--- config.mk ---
export PLATFORM = sky130hd
export DESIGN_NAME = j1_wb_arbiter_flat
export DESIGN_NICKNAME = d
export VERILOG_FILES = /design/src/rtl/j1_wb_arbiter_if.sv /design/src/rtl/j1_wb_arbiter.sv /design/src/flat_wrapper.sv
export SDC_FILE = /design/constraint.sdc
export NUM_CORES = 1
export LEC_CHECK = 0
export CORE_MARGIN = 2
export CORE_UTILIZATION = 43
export CTS_CLUSTER_SIZE = 40
export DETAILED_ROUTE_END_ITERATION = 10
export GPL_ROUTABILITY_DRIVEN = 0
export GPL_TIMING_DRIVEN = 0
export PLACE_DENSITY = 0.83
export SETUP_SLACK_MARGIN = 0.1
export SLEW_MARGIN = 30
export SYNTH_ARGS = -nofsm -noshare
export SYNTH_HDL_FRONTEND = slang
export SYNTH_SLANG_ARGS = --single-unit
export TNS_END_PERCENT = 100
--- constraint.sdc ---
create_clock -name clk -period 5.1 [get_ports clk]
set_input_delay 1.02 -clock clk [delete_from_list [all_inputs] [get_ports clk]]
set_output_delay 1.02 -clock clk [all_outputs]
set_load 0.05 [all_outputs]
--- src/rtl/j1_wb_arbiter_if.sv ---
// Bundle of the two J1 master request ports and the Wishbone classic bus.
// "slave" is the arbiter's view; "master" is the view of whoever drives the masters and the WB slave.
interface j1_wb_arbiter_if;
    logic        m0_req,   m1_req;
    logic        m0_we,    m1_we;
    logic [15:0] m0_adr,   m1_adr;
    logic [15:0] m0_dat_w, m1_dat_w;
    logic [15:0] m0_dat_r, m1_dat_r;
    logic        m0_ack,   m1_ack;
    logic        m0_err,   m1_err;
    logic        wb_cyc_o, wb_stb_o, wb_we_o;
    logic [15:0] wb_adr_o, wb_dat_o;
    logic [15:0] wb_dat_i;
    logic        wb_ack_i;
    logic [1:0]  gnt;

    modport slave (
        input  m0_req, m1_req, m0_we, m1_we, m0_adr, m1_adr, m0_dat_w, m1_dat_w,
        input  wb_dat_i, wb_ack_i,
        output m0_dat_r, m1_dat_r, m0_ack, m1_ack, m0_err, m1_err,
        output wb_cyc_o, wb_stb_o, wb_we_o, wb_adr_o, wb_dat_o, gnt
    );

    modport master (
        output m0_req, m1_req, m0_we, m1_we, m0_adr, m1_adr, m0_dat_w, m1_dat_w,
        output wb_dat_i, wb_ack_i,
        input  m0_dat_r, m1_dat_r, m0_ack, m1_ack, m0_err, m1_err,
        input  wb_cyc_o, wb_stb_o, wb_we_o, wb_adr_o, wb_dat_o, gnt
    );
endinterface

--- src/rtl/j1_wb_arbiter.sv ---
// Two-master (J1 data bus, host loader) to one Wishbone classic arbiter, IDLE/BUS/ACK FSM.
// Optional bus timeout with error response is enabled by defining J1_WB_ARB_TIMEOUT_EN.
module j1_wb_arbiter #(
    parameter int TIMEOUT_CYCLES = 255,
    parameter bit FIXED_PRIO     = 1'b0
) (
    input  logic            clk,
    input  logic            reset_n,
    j1_wb_arbiter_if.slave  bus
);
    typedef enum logic [1:0] {IDLE, BUS, ACK} state_t;

    state_t      r_state, w_next;
    logic [1:0]  r_gnt;
    logic        r_last_m1;
    logic        r_we;
    logic [15:0] r_adr, r_dat_o;
    logic [15:0] r_m0_dat_r, r_m1_dat_r;
    logic [1:0]  w_win;
    logic        w_tmo;
    logic        w_done;
    logic [15:0] w_rdata;

    // Winner among current requesters; a lone requester wins regardless of history.
    always_comb begin
        w_win = 2'b00;
        if (bus.m0_req && bus.m1_req)
            w_win = (FIXED_PRIO || r_last_m1) ? 2'b01 : 2'b10;
        else if (bus.m0_req)
            w_win = 2'b01;
        else if (bus.m1_req)
            w_win = 2'b10;
    end

`ifdef J1_WB_ARB_TIMEOUT_EN
    localparam logic [7:0] TMO_LAST = 8'(TIMEOUT_CYCLES - 1);
    logic [7:0] r_tmo_cnt;
    logic       r_err;

    always_ff @(posedge clk) begin
        if (!reset_n)
            r_tmo_cnt <= 8'd0;
        else if (r_state != BUS)
            r_tmo_cnt <= 8'd0;
        else if (!bus.wb_ack_i)
            r_tmo_cnt <= r_tmo_cnt + 8'd1;
    end

    // Fires on the edge ending the TIMEOUT_CYCLES-th BUS cycle; a real ack on that edge wins.
    assign w_tmo = (r_state == BUS) && !bus.wb_ack_i && (r_tmo_cnt == TMO_LAST);

    always_ff @(posedge clk) begin
        if (!reset_n)
            r_err <= 1'b0;
        else if (w_done)
            r_err <= w_tmo;
        else if (r_state == ACK)
            r_err <= 1'b0;
    end

    assign bus.m0_err = bus.m0_ack && r_err;
    assign bus.m1_err = bus.m1_ack && r_err;
`else
    assign w_tmo      = 1'b0;
    assign bus.m0_err = 1'b0;
    assign bus.m1_err = 1'b0;
`endif

    assign w_done  = (r_state == BUS) && (bus.wb_ack_i || w_tmo);
    assign w_rdata = bus.wb_ack_i ? bus.wb_dat_i : 16'hDEAD;

    always_ff @(posedge clk) begin
        if (!reset_n)
            r_state <= IDLE;
        else
            r_state <= w_next;
    end

    always_comb begin
        w_next = r_state;
        case (r_state)
            IDLE:    if (|w_win) w_next = BUS;
            BUS:     if (bus.wb_ack_i || w_tmo) w_next = ACK;
            ACK:     w_next = IDLE;
            default: w_next = IDLE;
        endcase
    end

    always_ff @(posedge clk) begin
        if (!reset_n) begin
            r_gnt      <= 2'b00;
            r_last_m1  <= 1'b1;
            r_we       <= 1'b0;
            r_adr      <= 16'h0000;
            r_dat_o    <= 16'h0000;
            r_m0_dat_r <= 16'h0000;
            r_m1_dat_r <= 16'h0000;
        end else begin
            case (r_state)
                IDLE: if (|w_win) begin
                    r_gnt     <= w_win;
                    r_last_m1 <= w_win[1];
                    r_we      <= w_win[0] ? bus.m0_we    : bus.m1_we;
                    r_adr     <= w_win[0] ? bus.m0_adr   : bus.m1_adr;
                    r_dat_o   <= w_win[0] ? bus.m0_dat_w : bus.m1_dat_w;
                end
                BUS: if (w_done) begin
                    if (r_gnt[0]) r_m0_dat_r <= w_rdata;
                    else          r_m1_dat_r <= w_rdata;
                end
                ACK:     r_gnt <= 2'b00;
                default: r_gnt <= 2'b00;
            endcase
        end
    end

    assign bus.wb_cyc_o = (r_state == BUS);
    assign bus.wb_stb_o = (r_state == BUS);
    assign bus.wb_we_o  = r_we;
    assign bus.wb_adr_o = r_adr;
    assign bus.wb_dat_o = r_dat_o;
    assign bus.gnt      = r_gnt;
    assign bus.m0_ack   = (r_state == ACK) && r_gnt[0];
    assign bus.m1_ack   = (r_state == ACK) && r_gnt[1];
    assign bus.m0_dat_r = r_m0_dat_r;
    assign bus.m1_dat_r = r_m1_dat_r;
endmodule

--- src/flat_wrapper.sv ---
// flat-port wrapper written by rule: the top's interface ports become plain ports
module j1_wb_arbiter_flat 
#(
    parameter int TIMEOUT_CYCLES = 255,
    parameter bit FIXED_PRIO     = 1'b0
)
  (clk, reset_n, bus_m0_req, bus_m1_req, bus_m0_we, bus_m1_we, bus_m0_adr, bus_m1_adr, bus_m0_dat_w, bus_m1_dat_w, bus_wb_dat_i, bus_wb_ack_i, bus_m0_dat_r, bus_m1_dat_r, bus_m0_ack, bus_m1_ack, bus_m0_err, bus_m1_err, bus_wb_cyc_o, bus_wb_stb_o, bus_wb_we_o, bus_wb_adr_o, bus_wb_dat_o, bus_gnt);
  j1_wb_arbiter_if bus_i ();
  input  logic clk;
  input  logic reset_n;
  input wire logic [$bits(bus_i.m0_req)-1:0] bus_m0_req;
  input wire logic [$bits(bus_i.m1_req)-1:0] bus_m1_req;
  input wire logic [$bits(bus_i.m0_we)-1:0] bus_m0_we;
  input wire logic [$bits(bus_i.m1_we)-1:0] bus_m1_we;
  input wire logic [$bits(bus_i.m0_adr)-1:0] bus_m0_adr;
  input wire logic [$bits(bus_i.m1_adr)-1:0] bus_m1_adr;
  input wire logic [$bits(bus_i.m0_dat_w)-1:0] bus_m0_dat_w;
  input wire logic [$bits(bus_i.m1_dat_w)-1:0] bus_m1_dat_w;
  input wire logic [$bits(bus_i.wb_dat_i)-1:0] bus_wb_dat_i;
  input wire logic [$bits(bus_i.wb_ack_i)-1:0] bus_wb_ack_i;
  output wire logic [$bits(bus_i.m0_dat_r)-1:0] bus_m0_dat_r;
  output wire logic [$bits(bus_i.m1_dat_r)-1:0] bus_m1_dat_r;
  output wire logic [$bits(bus_i.m0_ack)-1:0] bus_m0_ack;
  output wire logic [$bits(bus_i.m1_ack)-1:0] bus_m1_ack;
  output wire logic [$bits(bus_i.m0_err)-1:0] bus_m0_err;
  output wire logic [$bits(bus_i.m1_err)-1:0] bus_m1_err;
  output wire logic [$bits(bus_i.wb_cyc_o)-1:0] bus_wb_cyc_o;
  output wire logic [$bits(bus_i.wb_stb_o)-1:0] bus_wb_stb_o;
  output wire logic [$bits(bus_i.wb_we_o)-1:0] bus_wb_we_o;
  output wire logic [$bits(bus_i.wb_adr_o)-1:0] bus_wb_adr_o;
  output wire logic [$bits(bus_i.wb_dat_o)-1:0] bus_wb_dat_o;
  output wire logic [$bits(bus_i.gnt)-1:0] bus_gnt;
  assign bus_i.m0_req = bus_m0_req;
  assign bus_i.m1_req = bus_m1_req;
  assign bus_i.m0_we = bus_m0_we;
  assign bus_i.m1_we = bus_m1_we;
  assign bus_i.m0_adr = bus_m0_adr;
  assign bus_i.m1_adr = bus_m1_adr;
  assign bus_i.m0_dat_w = bus_m0_dat_w;
  assign bus_i.m1_dat_w = bus_m1_dat_w;
  assign bus_i.wb_dat_i = bus_wb_dat_i;
  assign bus_i.wb_ack_i = bus_wb_ack_i;
  assign bus_m0_dat_r = bus_i.m0_dat_r;
  assign bus_m1_dat_r = bus_i.m1_dat_r;
  assign bus_m0_ack = bus_i.m0_ack;
  assign bus_m1_ack = bus_i.m1_ack;
  assign bus_m0_err = bus_i.m0_err;
  assign bus_m1_err = bus_i.m1_err;
  assign bus_wb_cyc_o = bus_i.wb_cyc_o;
  assign bus_wb_stb_o = bus_i.wb_stb_o;
  assign bus_wb_we_o = bus_i.wb_we_o;
  assign bus_wb_adr_o = bus_i.wb_adr_o;
  assign bus_wb_dat_o = bus_i.wb_dat_o;
  assign bus_gnt = bus_i.gnt;
  j1_wb_arbiter #(.TIMEOUT_CYCLES(TIMEOUT_CYCLES), .FIXED_PRIO(FIXED_PRIO)) u_core (.clk(clk), .reset_n(reset_n), .bus(bus_i));
endmodule
**After elaboration in Yosys (flattened, before gate mapping)**

Index checks and enable logic that the tools add are counted.

- Eq/ne operators: 4
- Mux-type cells: 13
- Bitwise operators: 2
- Reduce and logical (&&, ||, !) cells: 11

Operators with widths:

| cell | count |
|---|---|
| $mux W16 | 3 |
| $mux W2 | 7 |
| $pmux W2 S2 | 2 |
| $reduce_and A2 Y1 | 3 |
| $reduce_and A3 Y1 | 2 |
| $logic_and A1 B1 Y1 | 4 |
| $eq A2 B1 Y1 const B | 1 |
| $eq A2 B2 Y1 const B | 1 |
| $logic_not A2 Y1 | 1 |
| $ne A2 B1 Y1 const B | 1 |
| $ne A2 B2 Y1 const B | 1 |
| $not A1 Y1 | 2 |
| $reduce_or A2 Y1 | 1 |
| $mux W1 | 1 |

- Bits in registers: 70
- Output and inout port bits: 73
- Word-level logic and storage cells: 38

**Depth between registers and ports, before layout**

- Depth after elaboration: 6
- Gate-level depth with buffers: 7

**Worst setup path after synthesis**

No wires, ideal clock.

- Path type: register -> output
- From: register u_core.r_state[0]
- To: output port bus_wb_stb_o
- Arrival time: 1.562 ns
- Setup slack: 2.518 ns
- Cell stages (with the launch flop): 4
- Path buffers: 2
- Path through: dfxtp_1 > buf_6 > nor2b_1 > buf_4

- Word-level cells in the longest chain between the ends: 1

Ends and longest elaborated chain:

| item | RTL line | RTL |
|---|---|---|
| start: declaration | j1_wb_arbiter.sv:13 | `state_t r_state, w_next;` |
| start signal: assignment | j1_wb_arbiter.sv:76 | `r_state <= w_next;` |
| $eq A2 B1 Y1 | -- |  |
| end: declaration | flat_wrapper.sv:28 | `output wire logic [$bits(bus_i.wb_stb_o)-1:0] bus_wb_stb_o;` |

Every way passes these cells.

**Worst setup path in the final report**

- From: register u_core.r_state[0]
- To: output port bus_wb_stb_o

- Word-level cells in the longest chain between the ends: 1

Ends and longest elaborated chain:

| item | RTL line | RTL |
|---|---|---|
| $eq A2 B1 Y1 | j1_wb_arbiter.sv:118 | `assign bus.wb_stb_o = (r_state == BUS);` |

Every way passes these cells.

==> flow_metrics.py <==
metrics = {
    "status": {
        "status": "completed",
    },
    "timing": {
        "finalCriticalPeriod_ps": 3007,
        "fin_skew_ps": 5.185,
        "setup_viol": 0,
        "timing.setup.tns_ps": 0,
        "tightest_slew_ps": 543.2,
        "fin_ws_ps": 2093,
        "rsz0062_at_grt": "no",
        "slew_viol_final": 0,
        "relSlewSlack_pct": 63.67,
        "hold_viol_final": 0,
        "fin_crit_sh_pct": 58.96,
        "max_freq_mhz": 332.6,
    },
    "cts": {
        "cts_tree": "yes",
        "cts_sinks": 70,
        "cts.htree.levels": 3,
        "clk_pin_slew_worst_paths_ps": 80,
        "insertion_delay_ps": 340,
        "cts-root-buf": "clkbuf_8",
        "holdBufCountCts": 0,
        "cts_resized": 0,
        "clk_path_buf_depth": 2,
        "cts_inserted_buffers": 9,
        "post-cts-setup-buffers": 0,
    },
    "floorplanning": {
        "die_h_um": 90.11,
        "std_cell_rows": 31,
        "ios": 160,
        "die_x_um": 90.11,
        "start_util_pct": 44.19,
        "die_area_um2": 8119,
        "core_um2": 7214,
    },
    "logic_synthesis": {
        "synth.area.top_cells": "dfxtp_1, o311a_1, a21boi_0, o21bai_1, and3_1",
        "syn_area_um2": 3188,
        "seq_area_frac_synth_pct": 43.96,
        "yosys_register_bits": 70,
        "yosysTopAreaCell": "dfxtp_1",
        "synth_cell_types": 25,
        "synth_top_area_share_pct": 43.96,
        "syn_inst": 350,
        "yosys_warnings": 0,
        "avgSynthCellArea_um2": 9.109,
    },
    "setup_path": {
        "cp.arrival_ps": 1990,
        "r2r_end": "u_core.bus.wb_adr_o[3]",
        "cp_max_fo": 10,
        "worstSetupEndpointType": "output pin",
        "required_ps": 4080,
        "reg2regPathDepth": 5,
        "cp_slowest_cell": "clkdlybuf4s50_1",
        "critPathTopFamily": "buffers and inverters",
        "path_buf_inv": 3,
        "ff2ff_setup_slack_ps": 3120,
        "r2r-start": "u_core.r_last_m1",
        "cp_cell_sequence": "buf_6 > nor2b_1 > buf_4 > clkdlybuf4s50_1",
        "crit_path_max_incr_delay_ps": 790,
        "cp-start-kind": "flip-flop",
        "critPathKind": "flip-flop to output pin",
    },
    "grt": {
        "grt_use_met2_pct": 42.61,
        "grt_overflow_total": 0,
        "busiest_layer": "met2",
        "grtUsageMet1_pct": 29.25,
        "grt_use_total_pct": 24.85,
        "first_global_vias": 3387,
        "grt_pass1_wl_um": 16560,
        "antenna_found_initial": 0,
        "grt.met3_usage_pct": 8.298,
        "grt_max_degree": 14,
    },
    "power": {
        "intPower_mw": 1.089,
        "p_sw_share_pct": 32.30,
        "p_seq_share_pct": 38.0,
        "clock_power_share_pct": 31.8,
        "p_total_mw": 1.608,
        "netSwitchingPower_mw": 0.5194,
        "peakVddDrop_mv": 0.2005,
        "combPwrFrac_pct": 30.2,
        "leakage_nw": 2.049,
        "power_density_nw_per_um2": 314.1,
    },
    "cells_and_area": {
        "nets": 606,
        "layout_common_cells": "clkdlybuf4s50_1, dfxtp_1, o21ai_0, a21boi_0, and3_1",
        "diodes": 0,
        "drive_gt1_share_pct": 4.771,
        "final_core_util_pct": 70.95,
        "final_common_cell": "clkdlybuf4s50_1",
        "syn_to_final_growth_pct": 60.56,
    },
    "min_path": {
        "min_from": "u_core.bus.m1_dat_r[9]",
        "holdPathStages": 2,
        "hp-class": "flip-flop to flip-flop",
        "hold_end": "u_core.bus.m1_dat_r[9]",
    },
    "detailed_routing": {
        "drtAntennaViolNets": 0,
        "viasPerCell": 5.502,
        "drc": 0,
        "drt-pass1-iter-count": 4,
        "postRouteWirelength_um": 10310,
        "wire_per_inst_um": 16.56,
        "vias": 3428,
        "drt-initial-drc-count": 113,
    },
    "job": {
        "max_cap_viol_count": 0,
    },
    "placement": {
        "dp_slack_ps": 2061,
        "numPortBuffers": 157,
        "post-dp-hpwl_um": 7603,
    },
}
==> power by group through the flow <==
stage               Clock [mW]  Sequential (mW)  Combinational, mW
floorplan                    0            0.758              0.159
global placement             0            0.622              0.479
detailed placement           0            0.623              0.484
CTS                      0.518            0.611              0.487
global route             0.539            0.615              0.513
finish                   0.511            0.611              0.486
==> routing by layer <==
layer	up-vias	wire length, um
met1	1612	4199
met4	0	155
met2	159	5067
li1	1639	-
met5	-	0
met3	18	891
==> cell families (layout without fill, tap and decap cells) <==
| logic type | count (synthesis) | after routing | synth area share [%] |
|---|---|---|---|
| compound gates | 139 | 139 | 32.46 |
| simple gates | 94 | 94 | 16.29 |
| flops | 70 | 70 | 43.96 |
| other cells | 1 | 2 | 0.1176 |
| buf+inv | 46 | 219 | 7.182 |
==> stage by stage <==
step	instances	cell area, um2	hold slack [ps]
finish	623	5119	473.9
global route	623	5119	495.8
CTS	623	5119	476.7
detailed placement	607	4887	461.4
global placement	607	4887	454.3
floorplan	351	3192	492.7
==> worst max path at each step <==
stage | endpoint | slack, ps | cells past startpoint | startpoint
4_1_cts | bus_wb_stb_o | 2070 | 4 | u_core.r_state[0]
3_5_place_dp | u_core.bus.wb_adr_o[8] | 2060 | 6 | bus_m1_req
3_3_place_gp | u_core.bus.wb_dat_o[2] | 2110 | 6 | bus_m1_req
6_report | bus_wb_stb_o | 2090 | 4 | u_core.r_state[0]
5_1_grt | bus_wb_stb_o | 2010 | 4 | u_core.r_state[0]
2_1_floorplan | bus_wb_stb_o | 2520 | 3 | u_core.r_state[0]
==> registers in the layout, summed over array words and instances (netlist names) <==
signal               count
u_core.bus.gnt           2
u_core.bus.m0_dat_r     16
u_core.bus.m1_dat_r     16
u_core.bus.wb_adr_o     16
u_core.bus.wb_dat_o     16
u_core.bus.wb_we_o       1
u_core.r_last_m1         1
u_core.r_state           2
==> cells in the mapped netlist (all sizes together) <==
cell	n
a211o	1
a21boi	34
a21oi	2
and3	34
and3b	2
buf	12
clkbuf	32
conb	1
dfxtp	70
inv	2
nand2	16
nand2b	3
nand3	32
nand3b	1
nand4b	1
nand4bb	1
nor2	1
nor2b	1
o211ai	1
o21ai	35
o21bai	33
o311a	33
or2	2
==> worst register-to-register path, delay by kind of cell (launching register included) <==
kind / cells / cell delay (ps)
flip-flops: 1 / 350
buffers and inverters: 2 / 740
AND/OR/NAND/NOR: 1 / 220
AO/OA/AOI/OAI: 2 / 570
==> final cells by class <==
class                   count  area [um2]
fillers                   596        2096
multi-input cells         235        1562
flip-flops and latches     70        1401
plain buffers              44       221.5
repair buffers            157        1572
well taps                  99       123.9
clock inverters             6       93.84
inverters                   2       7.507
clock buffers              10       137.6
(Power assumes the default switching activity.)
